$ cat config.mk
export PLATFORM = sky130hd
export DESIGN_NAME = mic_pair_angle_sched
export DESIGN_NICKNAME = d
export VERILOG_FILES = /design/src/rtl/mic_pair_angle_sched.sv
export SDC_FILE = /design/constraint.sdc
export NUM_CORES = 1
export LEC_CHECK = 0
export ABC_AREA = 1
export BUFFER_PORTS_ARGS = -buffer_cell sky130_fd_sc_hd__buf_2
export CORE_MARGIN = 2
export CORE_UTILIZATION = 52
export DETAILED_ROUTE_END_ITERATION = 8
export GPL_TIMING_DRIVEN = 0
export PLACE_DENSITY = 0.77
export SYNTH_ARGS = -nofsm -noshare
export SYNTH_HDL_FRONTEND = slang
export SYNTH_SLANG_ARGS = --single-unit
export TNS_END_PERCENT = 5
$ cat constraint.sdc
create_clock -name clk_60MHz -period 2.35 [get_ports clk_60MHz]
set_input_delay 0.1175 -clock clk_60MHz [delete_from_list [all_inputs] [get_ports clk_60MHz]]
set_output_delay 0.1175 -clock clk_60MHz [all_outputs]
set_load 0.005 [all_outputs]
$ cat src/rtl/mic_pair_angle_sched.sv
// Round-robin scheduler sharing one lag->angle engine among NUM_PAIRS mic pairs.
// Optional `ANGLE_SIGN_EN: negate the result angle when the latched lag is negative.
//   state | meaning
//   IDLE  | scan requests from rr_ptr, grant first found
//   ISSUE | grant pulse, engine burst starts, timeout count cleared
//   WAIT  | engine busy; done captures angle, count expiry aborts
//   POST  | result strobe, round-robin pointer advanced
module mic_pair_angle_sched #(
  parameter int NUM_PAIRS   = 4,
  parameter int ID_W        = 3,
  parameter int TIMEOUT_CYC = 4096
) (
  input  logic                   clk_60MHz,
  input  logic                   rst_n,
  input  logic [NUM_PAIRS-1:0]   req,
  input  logic [6*NUM_PAIRS-1:0] lag_in,
  output logic [NUM_PAIRS-1:0]   grant,
  output logic                   eng_ena,
  output logic [5:0]             eng_lag,
  input  logic                   eng_done,
  input  logic [15:0]            eng_angle,
  output logic                   res_valid,
  output logic [ID_W-1:0]        res_id,
  output logic [15:0]            res_angle,
  output logic                   timeout_err
);

  typedef enum logic [1:0] {S_IDLE, S_ISSUE, S_WAIT, S_POST} state_t;

  localparam logic [11:0]          CNT_LAST = 12'(TIMEOUT_CYC - 1);
  localparam logic [NUM_PAIRS-1:0] ONE_HOT0 = NUM_PAIRS'(1);

  state_t                 state, state_d;
  logic [ID_W-1:0]        rr_ptr, cur_id, win_id, next_ptr;
  logic                   found;
  logic [5:0]             lag_q;
  logic [11:0]            cnt;
  logic [15:0]            angle_adj;
  logic [NUM_PAIRS-1:0]   req_sh;
  logic [6*NUM_PAIRS-1:0] lag_sh;
  int                     idx;

  always_comb begin
    found  = 1'b0;
    win_id = '0;
    idx    = 0;
    req_sh = '0;
    for (int i = 0; i < NUM_PAIRS; i++) begin
      idx = int'(rr_ptr) + i;
      if (idx >= NUM_PAIRS) idx = idx - NUM_PAIRS;
      req_sh = req >> idx;
      if (!found && req_sh[0]) begin
        found  = 1'b1;
        win_id = ID_W'(idx);
      end
    end
  end

  assign lag_sh   = lag_in >> (6 * int'(win_id));
  assign next_ptr = (int'(cur_id) == NUM_PAIRS - 1) ? '0 : cur_id + 1'b1;

`ifdef ANGLE_SIGN_EN
  // sign comes from the latched lag so late lag_in changes cannot flip it
  assign angle_adj = lag_q[5] ? (~eng_angle + 16'd1) : eng_angle;
`else
  assign angle_adj = eng_angle;
`endif

  always_ff @(posedge clk_60MHz or negedge rst_n) begin
    if (!rst_n) state <= S_IDLE;
    else        state <= state_d;
  end

  always_comb begin
    state_d   = state;
    grant     = '0;
    eng_ena   = 1'b0;
    res_valid = 1'b0;
    case (state)
      S_IDLE:  if (found) state_d = S_ISSUE;
      S_ISSUE: begin
        grant   = ONE_HOT0 << cur_id;
        eng_ena = 1'b1;
        state_d = S_WAIT;
      end
      S_WAIT: begin
        eng_ena = 1'b1;
        if (eng_done)             state_d = S_POST;
        else if (cnt == CNT_LAST) state_d = S_IDLE;
      end
      S_POST: begin
        res_valid = 1'b1;
        state_d   = S_IDLE;
      end
      default: state_d = S_IDLE;
    endcase
  end

  // outputs decode straight from state so an async reset kills the burst at once
  assign eng_lag = eng_ena ? lag_q : 6'd0;

  always_ff @(posedge clk_60MHz or negedge rst_n) begin
    if (!rst_n) begin
      rr_ptr      <= '0;
      cur_id      <= '0;
      lag_q       <= '0;
      cnt         <= '0;
      res_id      <= '0;
      res_angle   <= '0;
      timeout_err <= 1'b0;
    end else begin
      case (state)
        S_IDLE: if (found) begin
          cur_id <= win_id;
          lag_q  <= lag_sh[5:0];
        end
        S_ISSUE: cnt <= '0;
        S_WAIT: begin
          cnt <= cnt + 12'd1;
          if (eng_done) begin
            res_id    <= cur_id;
            res_angle <= angle_adj;
          end else if (cnt == CNT_LAST) begin
            timeout_err <= 1'b1;
            rr_ptr      <= next_ptr;
          end
        end
        S_POST: rr_ptr <= next_ptr;
        default: ;
      endcase
    end
  end

endmodule
=== Yosys cells after proc, flatten, opt, wreduce, memory -nomap -nowiden ===
Index checks and enable logic that the tools add are counted.

* Shifts and indexed selects: 6
* Reductions and logical operators: 15
* Multipliers: 1
* Muxes and demuxes: 25
* Equality and inequality tests: 9
* $lt $le $gt $ge: 4
* Add/subtract/negate cells: 9
* Bitwise logic cells: 1

{| class="wikitable"
|+ Operator list
! operator !! number
|-
| 32-bit two-way mux || 4
|-
| 4-bit by 32-bit >> shifter with 1-bit output || 4
|-
| 12-bit one-hot mux with 2 select lines || 1
|-
| 24-bit by 6-bit >> shifter with 6-bit output || 1
|-
| 3-bit two-way mux || 7
|-
| 4-bit by 3-bit subtractor with 5-bit output, second input constant || 3
|-
| 12-bit by 1-bit adder with 12-bit output, second input constant || 1
|-
| 12-bit == test, second input constant || 1
|-
| 4-bit by 3-bit >= comparator with 1-bit output, second input constant || 3
|-
| 3-bit by 2-bit adder with 4-bit output, second input constant || 2
|-
| 2-bit one-hot mux with 4 select lines || 1
|-
| 1-bit two-way mux || 6
|-
| 2-bit two-way mux || 3
|-
| 6-bit two-way mux || 1
|-
| 2-bit != test, second input constant || 3
|-
| 3-bit one-hot mux with 2 select lines || 1
|-
| 2-bit AND reduction || 3
|-
| 3-bit AND reduction || 2
|-
| 2-bit by 3-bit multiplier with 5-bit output, first input constant || 1
|-
| 3-bit by 1-bit adder with 4-bit output, second input constant || 1
|-
| 2-bit == test, second input constant || 2
|-
| 4-bit two-way mux || 1
|-
| 2-bit nonzero test || 2
|-
| 1-bit by 3-bit << shifter with 4-bit output, first input constant || 1
|-
| other kinds (11) || 15
|}

* Word-level logic and storage cells: 78
* Bits of input ports: 47
* Flip-flop bits (word level): 46

=== Logic depth before layout (Yosys ltp) ===
Gate-level depths: netlist of the first run.

* Depth in word-level cells: 15
* Mapped depth: 18
* Depth with buffers taken out: 16

=== Worst setup path before layout of the first run ===
OpenSTA, ideal clock, no wires.

* Kind: register -> register
* Start: register rr_ptr[1]
* End: register lag_q[1]
* Stages on the path, launching flop included: 18
* Arrival time: 1980 ps
* Path buffers: 1
* Clock period less this slack: 2096 ps
* Path slack: 254 ps
* Library setup time: 116 ps
* Cells stage by stage: dfrtp_1 > inv_2 > ha_1 > inv_1 > nand3_1 > nand2_1 > nand2_1 > nand2_2 > nand4_2 > nand2_2 > nand2_4 > nand2_4 > buf_8 > nand2_2 > nand3_1 > nand2_1 > nand2_1 > nand2_1

* Word-level cells in the longest chain between the ends: 15
* Elaborated cells between the ends (all ways): 36
* Those cells by class: add/sub: 7; mul: 1; order compare: 4; shift: 5; mux: 12; reduce/logical: 7

{| class="wikitable"
|+ Ends and longest elaborated chain
! item !! line !! text
|-
| start, declared || 34 || <nowiki>logic [ID_W-1:0] rr_ptr, cur_id, win_id, next_ptr;</nowiki>
|-
| start signal, assigned || 125 || <nowiki>rr_ptr <= next_ptr;</nowiki>
|-
| start signal, assigned || 128 || <nowiki>S_POST: rr_ptr <= next_ptr;</nowiki>
|-
| branches (longest 15 deep; another with 4-bit by 3-bit subtractor with 5-bit output) || n/a ||
|-
| end signal, assigned || 115 || <nowiki>lag_q <= lag_sh[5:0];</nowiki>
|-
| end, declared || 36 || <nowiki>logic [5:0] lag_q;</nowiki>
|}

Several ways; the timed one is not identified.
A chain may end at the register's enable or synchronous reset.

=== Worst setup path in the final report of the first run ===
* Start: register rr_ptr[0]
* End: register lag_q[0]

The elaborated chain is that of the path after synthesis.

==> results of run 1 <==
kinds of logic after synthesis:
group / after synthesis
buffers and inverters: 68
xor gates and xnor gates: 1
AOI/OAI and AO/OA: 31
and+or+nand+nor: 211
adders and majority gates: 12
DFF: 46
registers in the layout, indices dropped and copies added (netlist names):
signal       flops
lag_q            6
res_id           3
timeout_err      1
state            2
res_angle       16
cnt             12
cur_id           3
rr_ptr           3
metrics by stage:
step                  TNS (ns)  worst slack (ns)
CTS                          0           0.03804
global route           -0.5245           -0.1014
floorplan                    0            0.2540
detailed placement     -0.2429          -0.05867
finish                       0           0.09415
global placement    -0.0002103        -0.0002103
worst min-delay path by stage:
stage	depth (start not counted)	slack [ns]	to
floorplan	0	-0.18	cnt[0]
global placement	3	0.31	res_angle[8]
detailed placement	3	0.32	res_angle[15]
CTS	1	0.001	cnt[8]
global route	3	0.03	res_angle[12]
finish	1	-0.03	cnt[8]
per-layer routing:
metal  global-route usage (%)  up-vias  part of all wire [%]
li1                         -     1346                     -
met1                    30.49     1201                    45
met2                    40.18       82                    50
met3                    5.450        6                   4.6
met4                    6.364        0                  0.88
met5                        0        -                     0
area by class of cell:
class	count	area, µm²	area share, %
plain buffers	8	53.80	1.508
clock buffers	6	72.57	2.034
clock inverters	2	37.54	1.052
inverters	60	232.7	6.524
multi-input cells	255	1360	38.13
flip-flops and latches	46	1152	32.30
well taps	70	87.58	2.455
repair buffers	97	570.5	15.99
power by group through the flow:
stage / Clock, µW / Sequential (µW) / Combinational, µW
4_1_cts: 597 / 1230 / 2520
3_5_place_dp: 0 / 1240 / 2490
3_3_place_gp: 0 / 1230 / 2410
5_1_grt: 635 / 1260 / 3180
6_report: 587 / 1220 / 2840
2_1_floorplan: 0 / 1230 / 1770
timing repair:
action	CTS	global route
resized for setup	2	18
buffers inserted	0	4
setup endpoints to repair	6	15
hold endpoints to repair	14	1
pin swaps	0	5
hold buffers	14	1
worst max-delay path: cells and delay by family (launching register included):
family | cells | cell delay, ns
adders and majority gates | 1 | 0.25
and+or+nand+nor | 11 | 1.16
DFF | 1 | 0.39
buffers and inverters | 3 | 0.32
cell usage in the layout (no fill, tap or decap), types with 2 or more instances in the layout:
cell type        n
a21oi_1         11
buf_2           78
buf_4            4
clkbuf_1         5
clkbuf_8         5
dfrtp_1         45
dlygate4sd3_1   15
ha_1            12
inv_1           54
inv_2            5
nand2_1        119
nand2_2         12
nand2_4          3
nand3_1         31
nand3_2          2
nand3_4          2
nand4_1          4
nor2_1          22
nor2_2           3
nor2_4           2
nor3_1           4
o21ai_0         12
o21ai_4          2
o22ai_1          3
or2_1            3
==> summary.txt, run 1 <==
Outcome
  – Status: finished with violations
  – Failing checks: hold timing

STA
  – Setup Skew: roughly 0.0046 ns
  – Min Hold Slack: -0.02744 ns
  – Worst slew margin: approximately a third
  – Slew @ Worst Pin: just under 1 ns
  – F_max: 0.4433 GHz
  – Final min period: 2.256 ns
  – Final setup vio count: 0
  – Part of the cycle the worst path needs: roughly 96%
  – Fin. max-slew vios: 0
  – Hold Vio Cnt, Final: 46

GRT
  – Vias in the first global route: 2501
  – GRT Resource Usage Total: a little under a quarter
  – First-pass GRT wire length: ~11 mm
  – Largest net degree at the start of global routing: 47
  – Initial antenna violation count: 0
  – Global route total overflow: 0

Logic synthesis
  – Yosys warns: 0
  – Yosys cell types: 31
  – Post-synthesis sequential area ratio: 42.30%
  – Synthesized Nets: around 430
  – Post-synthesis mux area share: 0%
  – Adder-cell share of the synthesized area: between 5 and 6%
  – Top cell type by total area after synthesis: dfrtp_1
  – Syn Area/Cell: between 7 and 8 µm²
  – Yosys reg bits: 46
  – Post-Synth Simple-Gate Area: between 30% and 40%
  – Synth top area cells: dfrtp_1 42%, nand2_1 17%, inv_1 7.7%
  – Largest family of logic cells by synthesized area: simple AND/OR/NAND/NOR gates
  – Synth Flop Type: dfrtp_1
  – Mapped Area: about 2700 µm²
  – Synth Area in XOR/XNOR: 0.3218%
  – EDFF count, synth: 0
  – Post-synth top area share: 42.30%
  – Compound-Gate Fraction of Synth Area: between 6 and 7%
  – Synth cell count leaders: 121 x nand2_1, 56 x inv_1, 46 x dfrtp_1, 32 x nand3_1, 25 x nor2_1
  – Cells after Synth: 369
  – Ys async rst share: 100.0%
  – Count leader, synth: nand2_1

Power
  – PD cells: 1302 nW/µm²
  – Switching pwr: 2196 µW
  – VDD IR max: 0.0008290 V
  – Sequential power share: roughly a quarter
  – Static Leakage: 0.002026 µW
  – Int Pwr: about 2400 µW
  – Clock share of power: 12.6%
  – Combinational power share: about three fifths
  – Design Power: between 4000 and 5000 µW
  – Sw Ratio: around 47%

Clock tree
  – Reg clk slew, reported paths: ~0.08 ns
  – CTS Sinks: 46
  – Clk_lat worst skew: about 0.31 ns
  – CTS H-Tree Depth: 2
  – Root buffer cell: clkbuf_8
  – CTS Buffer Depth: 2
  – CTS tree: done
  – Cts bufs inserted: 5

Routing
  – Via count: between 2000 and 3000
  – WL/cell: between 10 and 15 µm
  – Routed Antenna Nets: 0
  – Pre-antenna DRT Iters: 4
  – Routed WL: 6.489 mm
  – Vias/cell: between 4 and 5
  – # DRC: 0
  – Initial detailed-routing violation count: about 160

Worst setup path
  – Slowest cell delay on critical path: 0.39 ns
  – Critical Path Source Type: register
  – Reg2Reg Capture Point: lag_q[0]
  – Worst endpoint required time: between 2 and 3 ns
  – Kind of critical path: reg2reg
  – Crit path max-delay cell type: dfrtp_1
  – Reg2Reg Depth: 15
  – Worst setup startpoint: rr_ptr[0]
  – Worst R2R Setup Slack: roughly 0.094 ns
  – Crit path DAT: about 2.5 ns
  – Worst Setup EP: lag_q[0]
  – Origin of the critical flop-to-flop path: rr_ptr[0]
  – Worst path cell trace: buf_6, inv_8, ha_1, inv_2, nand3_1, nand2_1, nand2_2, nand2_4, nand4_1, nand2_2, nor2_1, nor2_4, nor2_4, nand2_1, nand3_1
  – Crit Path Max Fanout: 9
  – Crit end category: register

Cells and area
  – Final #Nets: around 530
  – Diode count: 0
  – Fin util: between 70% and 80%
  – Share of cells above drive strength 1: ~27%
  – FILL cells: 433
  – Final Non-Filler Cells: 544
  – Area Growth Syn to Fin: 31.08%
  – Non-Filler Cell Area, Final: between 3000 and 4000 µm²

Worst hold path
  – HP Class: in2async

Place
  – Post-place instance area: approximately 3200 µm²
  – I/O Buffers: just under 80
  – Routability Congestion: 0.8120
  – Inst Count DP: around 520
  – DPL Wire Length: between 4 and 5 mm

Floorplan
  – Die ar.: ~5800 µm²
  – Die W: approximately 76 µm
  – Core Area: between 5000 and 6000 µm²
  – Die Span Y: ~76 µm
  – FP Rows: 26
  – I/O pins: just under 80
  – Starting Density: between 50% and 60%

Flow run
  – Max-Cap Viols: 0
Note: power is estimated with default switching activity, not from simulation.
==> run 2: changes to the inputs <==
- HOLD_SLACK_MARGIN: unset -> 0.02
==> run 2 against run 1 <==
The run now ends clean. Design area up 0.56%. Clock skew down 0.0013 ns. Via count is 0.30% lower. Global-route usage increased by 0.20 points. Clock power about the same. Worst hold slack better by 0.14 ns. Register-to-register slack hardly changed. Clock-buffer cell count did not move. Non-clock buffer count grew 2. Core utilization is 0.39 points higher. Die area stayed put. Combinational power hardly changed. Critical endpoint unchanged. Highest routed layer unchanged.
==> summary.txt, run 2 (synthesized netlist as in run 1, its figures left out) <==
Outcome
  – Status: finished, final reports clean

STA
  – Slew @ Worst Pin: 0.9942 ns (-0.0007561 ns)
  – Hold Vio Cnt, Final: 0 (-100%)
  – Final setup vio count: 0 (unchanged)
  – Fin. max-slew vios: 0 (unchanged)
  – Worst slew margin: 33.72% (+0.050 points)
  – Part of the cycle the worst path needs: 96.29% (+0.30 points)
  – F_max: 0.4419 GHz (-0.31%)
  – Setup_tns: 0 ns (unchanged)
  – Final min period: 2.263 ns (+0.007067 ns)
  – Setup Skew: 0.003293 ns (-0.001265 ns)

Worst setup path
  – CP delay by family, top: simple AND/OR/NAND/NOR gates
  – Kind of critical path: reg2reg
  – Slowest cell delay on critical path: 0.39 ns (about the same)
  – Worst path bufs/invs: 3 (unchanged)
  – Worst endpoint required time: 2.55 ns (about the same)
  – Crit path max-delay cell type: dfrtp_1
  – Critical Path Source Type: register
  – Worst path cell trace: buf_6, inv_8, ha_1, inv_2, nand3_1, nand2_1, nand2_2, nand2_4, nand4_1, nand2_2, nor2_1, nor2_4, nor2_4, nand2_1, nand3_1
  – Crit Path Max Fanout: 9 (unchanged)
  – Crit path DAT: 2.46 ns (about the same)
  – Crit end category: register

Routing
  – WL/cell: 12.04 µm (+0.97%)
  – Routed WL: 6.576 mm (+1.3%)
  – Pre-antenna DRT Iters: 4 (unchanged)
  – Vias/cell: 4.811 (-0.67%)
  – Routed Antenna Nets: 0 (unchanged)
  – Initial detailed-routing violation count: 183 (+15%)
  – # DRC: 0 (unchanged)
  – Via count: 2627 (-0.30%)

Clock tree
  – CTS tree: done
  – Reg clk slew, reported paths: 0.08 ns (about the same)
  – Root buffer cell: clkbuf_8
  – CTS Sinks: 46 (unchanged)
  – Cts bufs inserted: 5 (unchanged)
  – CTS H-Tree Depth: 2 (unchanged)
  – Clk_lat worst skew: 0.31 ns (about the same)
  – CTS Buffer Depth: 2 (unchanged)

Power
  – Switching pwr: 2196 µW (about the same)
  – Static Leakage: 0.002035 µW (+0.41%)
  – Combinational power share: 61.0% (about the same)
  – Clock share of power: 12.6% (about the same)
  – Sequential power share: 26.3% (about the same)
  – VDD IR max: 0.0008704 V (+5.0%)
  – PD cells: 1296 nW/µm² (-0.52%)
  – Design Power: 4647 µW (about the same)
  – Sw Ratio: 47.25% (about the same)
  – Int Pwr: 2452 µW (about the same)

Cells and area
  – Top reg by flops: res_angle
  – Commonest non-fill, non-tap cell in the layout: nand2_1
  – Non-Filler Cell Area, Final: 3587 µm² (+0.56%)
  – Most frequent cells in the layout: 119 x nand2_1, 78 x buf_2, 54 x inv_1, 45 x dfrtp_1, 31 x nand3_1
  – FILL cells: 433 (unchanged)
  – Share of cells above drive strength 1: 27.10% (-0.11 points)
  – Final #Nets: 534 (+0.38%)
  – FF+latch area: 1152 µm² (unchanged)
  – Fin util: 70.69% (+0.39 points)
  – Multi-input logic area: 1360 µm² (unchanged)
  – Area Growth Syn to Fin: 31.82%
  – Diode count: 0 (unchanged)
  – Max reg flops: 16 (unchanged)
  – Final Non-Filler Cells: 546 (+0.37%)
  – Largest regs: res_angle: 16 flops, cnt: 12 flops, lag_q: 6 flops

Floorplan
  – Die W: 76.34 µm (unchanged)
  – Starting Density: 53.62% (unchanged)
  – Die ar.: 5828 µm² (unchanged)
  – Die Span Y: 76.34 µm (unchanged)
  – FP Rows: 26 (unchanged)
  – I/O pins: 79 (unchanged)
  – Core Area: 5075 µm² (unchanged)

GRT
  – Vias in the first global route: 2532 (+1.2%)
  – Largest net degree at the start of global routing: 47 (unchanged)
  – Global route total overflow: 0 (unchanged)
  – GRT Resource Usage Total: 23.84% (+0.20 points)
  – First-pass GRT wire length: 11.21 mm (+0.75%)
  – Initial antenna violation count: 0 (unchanged)

Place
  – Post-place instance area: 3199 µm² (unchanged)
  – I/O Buffers: 78 (unchanged)
  – DPL Wire Length: 4.481 mm (unchanged)
  – Routability Congestion: 0.8120 (unchanged)
  – Inst Count DP: 517 (unchanged)

Flow run
  – Max-Cap Viols: 0 (unchanged)

Worst hold path
  – HP Class: in2reg
==> run 2: cell count changes in the layout (fill, tap and decap cells not counted) <==
cell           before  now
dlygate4sd3_1      15   17
==> run 2: worst paths after layout <==
path	cells past startpoint	endpoint	from	slack (ns)
min in group asynchronous	2	cnt[7]	rst_n	0.51
max in group asynchronous	2	rr_ptr[1]	rst_n	1.17
max reg2reg	15	lag_q[0]	rr_ptr[0]	0.09
max	15	lag_q[0]	rr_ptr[0]	0.09
min	4	lag_q[2]	lag_in[8]	0.11
min reg2reg	2	timeout_err	timeout_err	0.47
==> run 2: metal layers <==
metal | global-route usage, % | up-vias | part of all wire (%)
li1 | - | 1351 | -
met1 | 30.41 | 1187 | 44
met2 | 40.97 | 81 | 50
met3 | 5.450 | 8 | 5.0
met4 | 6.364 | 0 | 0.99
met5 | 0 | - | 0
==> run 2: metrics by stage <==
| step | hold slack, ns | setup slack (ns) |
|---|---|---|
| 3_3_place_gp | 0.3111 | -0.0002103 |
| 4_1_cts | 0.1105 | 0.03804 |
| 3_5_place_dp | 0.3151 | -0.05867 |
| 5_1_grt | 0.1213 | -0.1014 |
| 2_1_floorplan | -0.1781 | 0.2540 |
| 6_report | 0.1113 | 0.08708 |
==> run 2: worst min-delay path, stage by stage <==
cell     delay (ns)
buf_2          0.07
or2_1          0.08
nand3_1        0.06
nand3_1        0.06
==> run 2: power groups by stage <==
stage,Clock (µW),Sequential (µW),Combinational (µW)
2_1_floorplan,0,1230,1770
3_3_place_gp,0,1230,2410
3_5_place_dp,0,1240,2490
4_1_cts,597,1230,2530
5_1_grt,635,1260,3190
6_report,587,1220,2840
==> run 2: layout make-up <==
type,count,share of cell area [%]
buffer,8,1.500
inverter,60,6.488
multi-input combinational,255,37.91
tap,70,2.442
sequential,46,32.12
clock inverter,2,1.046
timing repair buffer,99,16.46
clock buffer,6,2.023
==> run 2: timing repair <==
item | CTS | global route
endpoints found under the setup margin | 6 | 16
pin swaps | 0 | 5
setup buffers | 0 | 4
hold buffers | 17 | 0
hold endpoints to repair | 62 | 0
resized for setup | 2 | 18
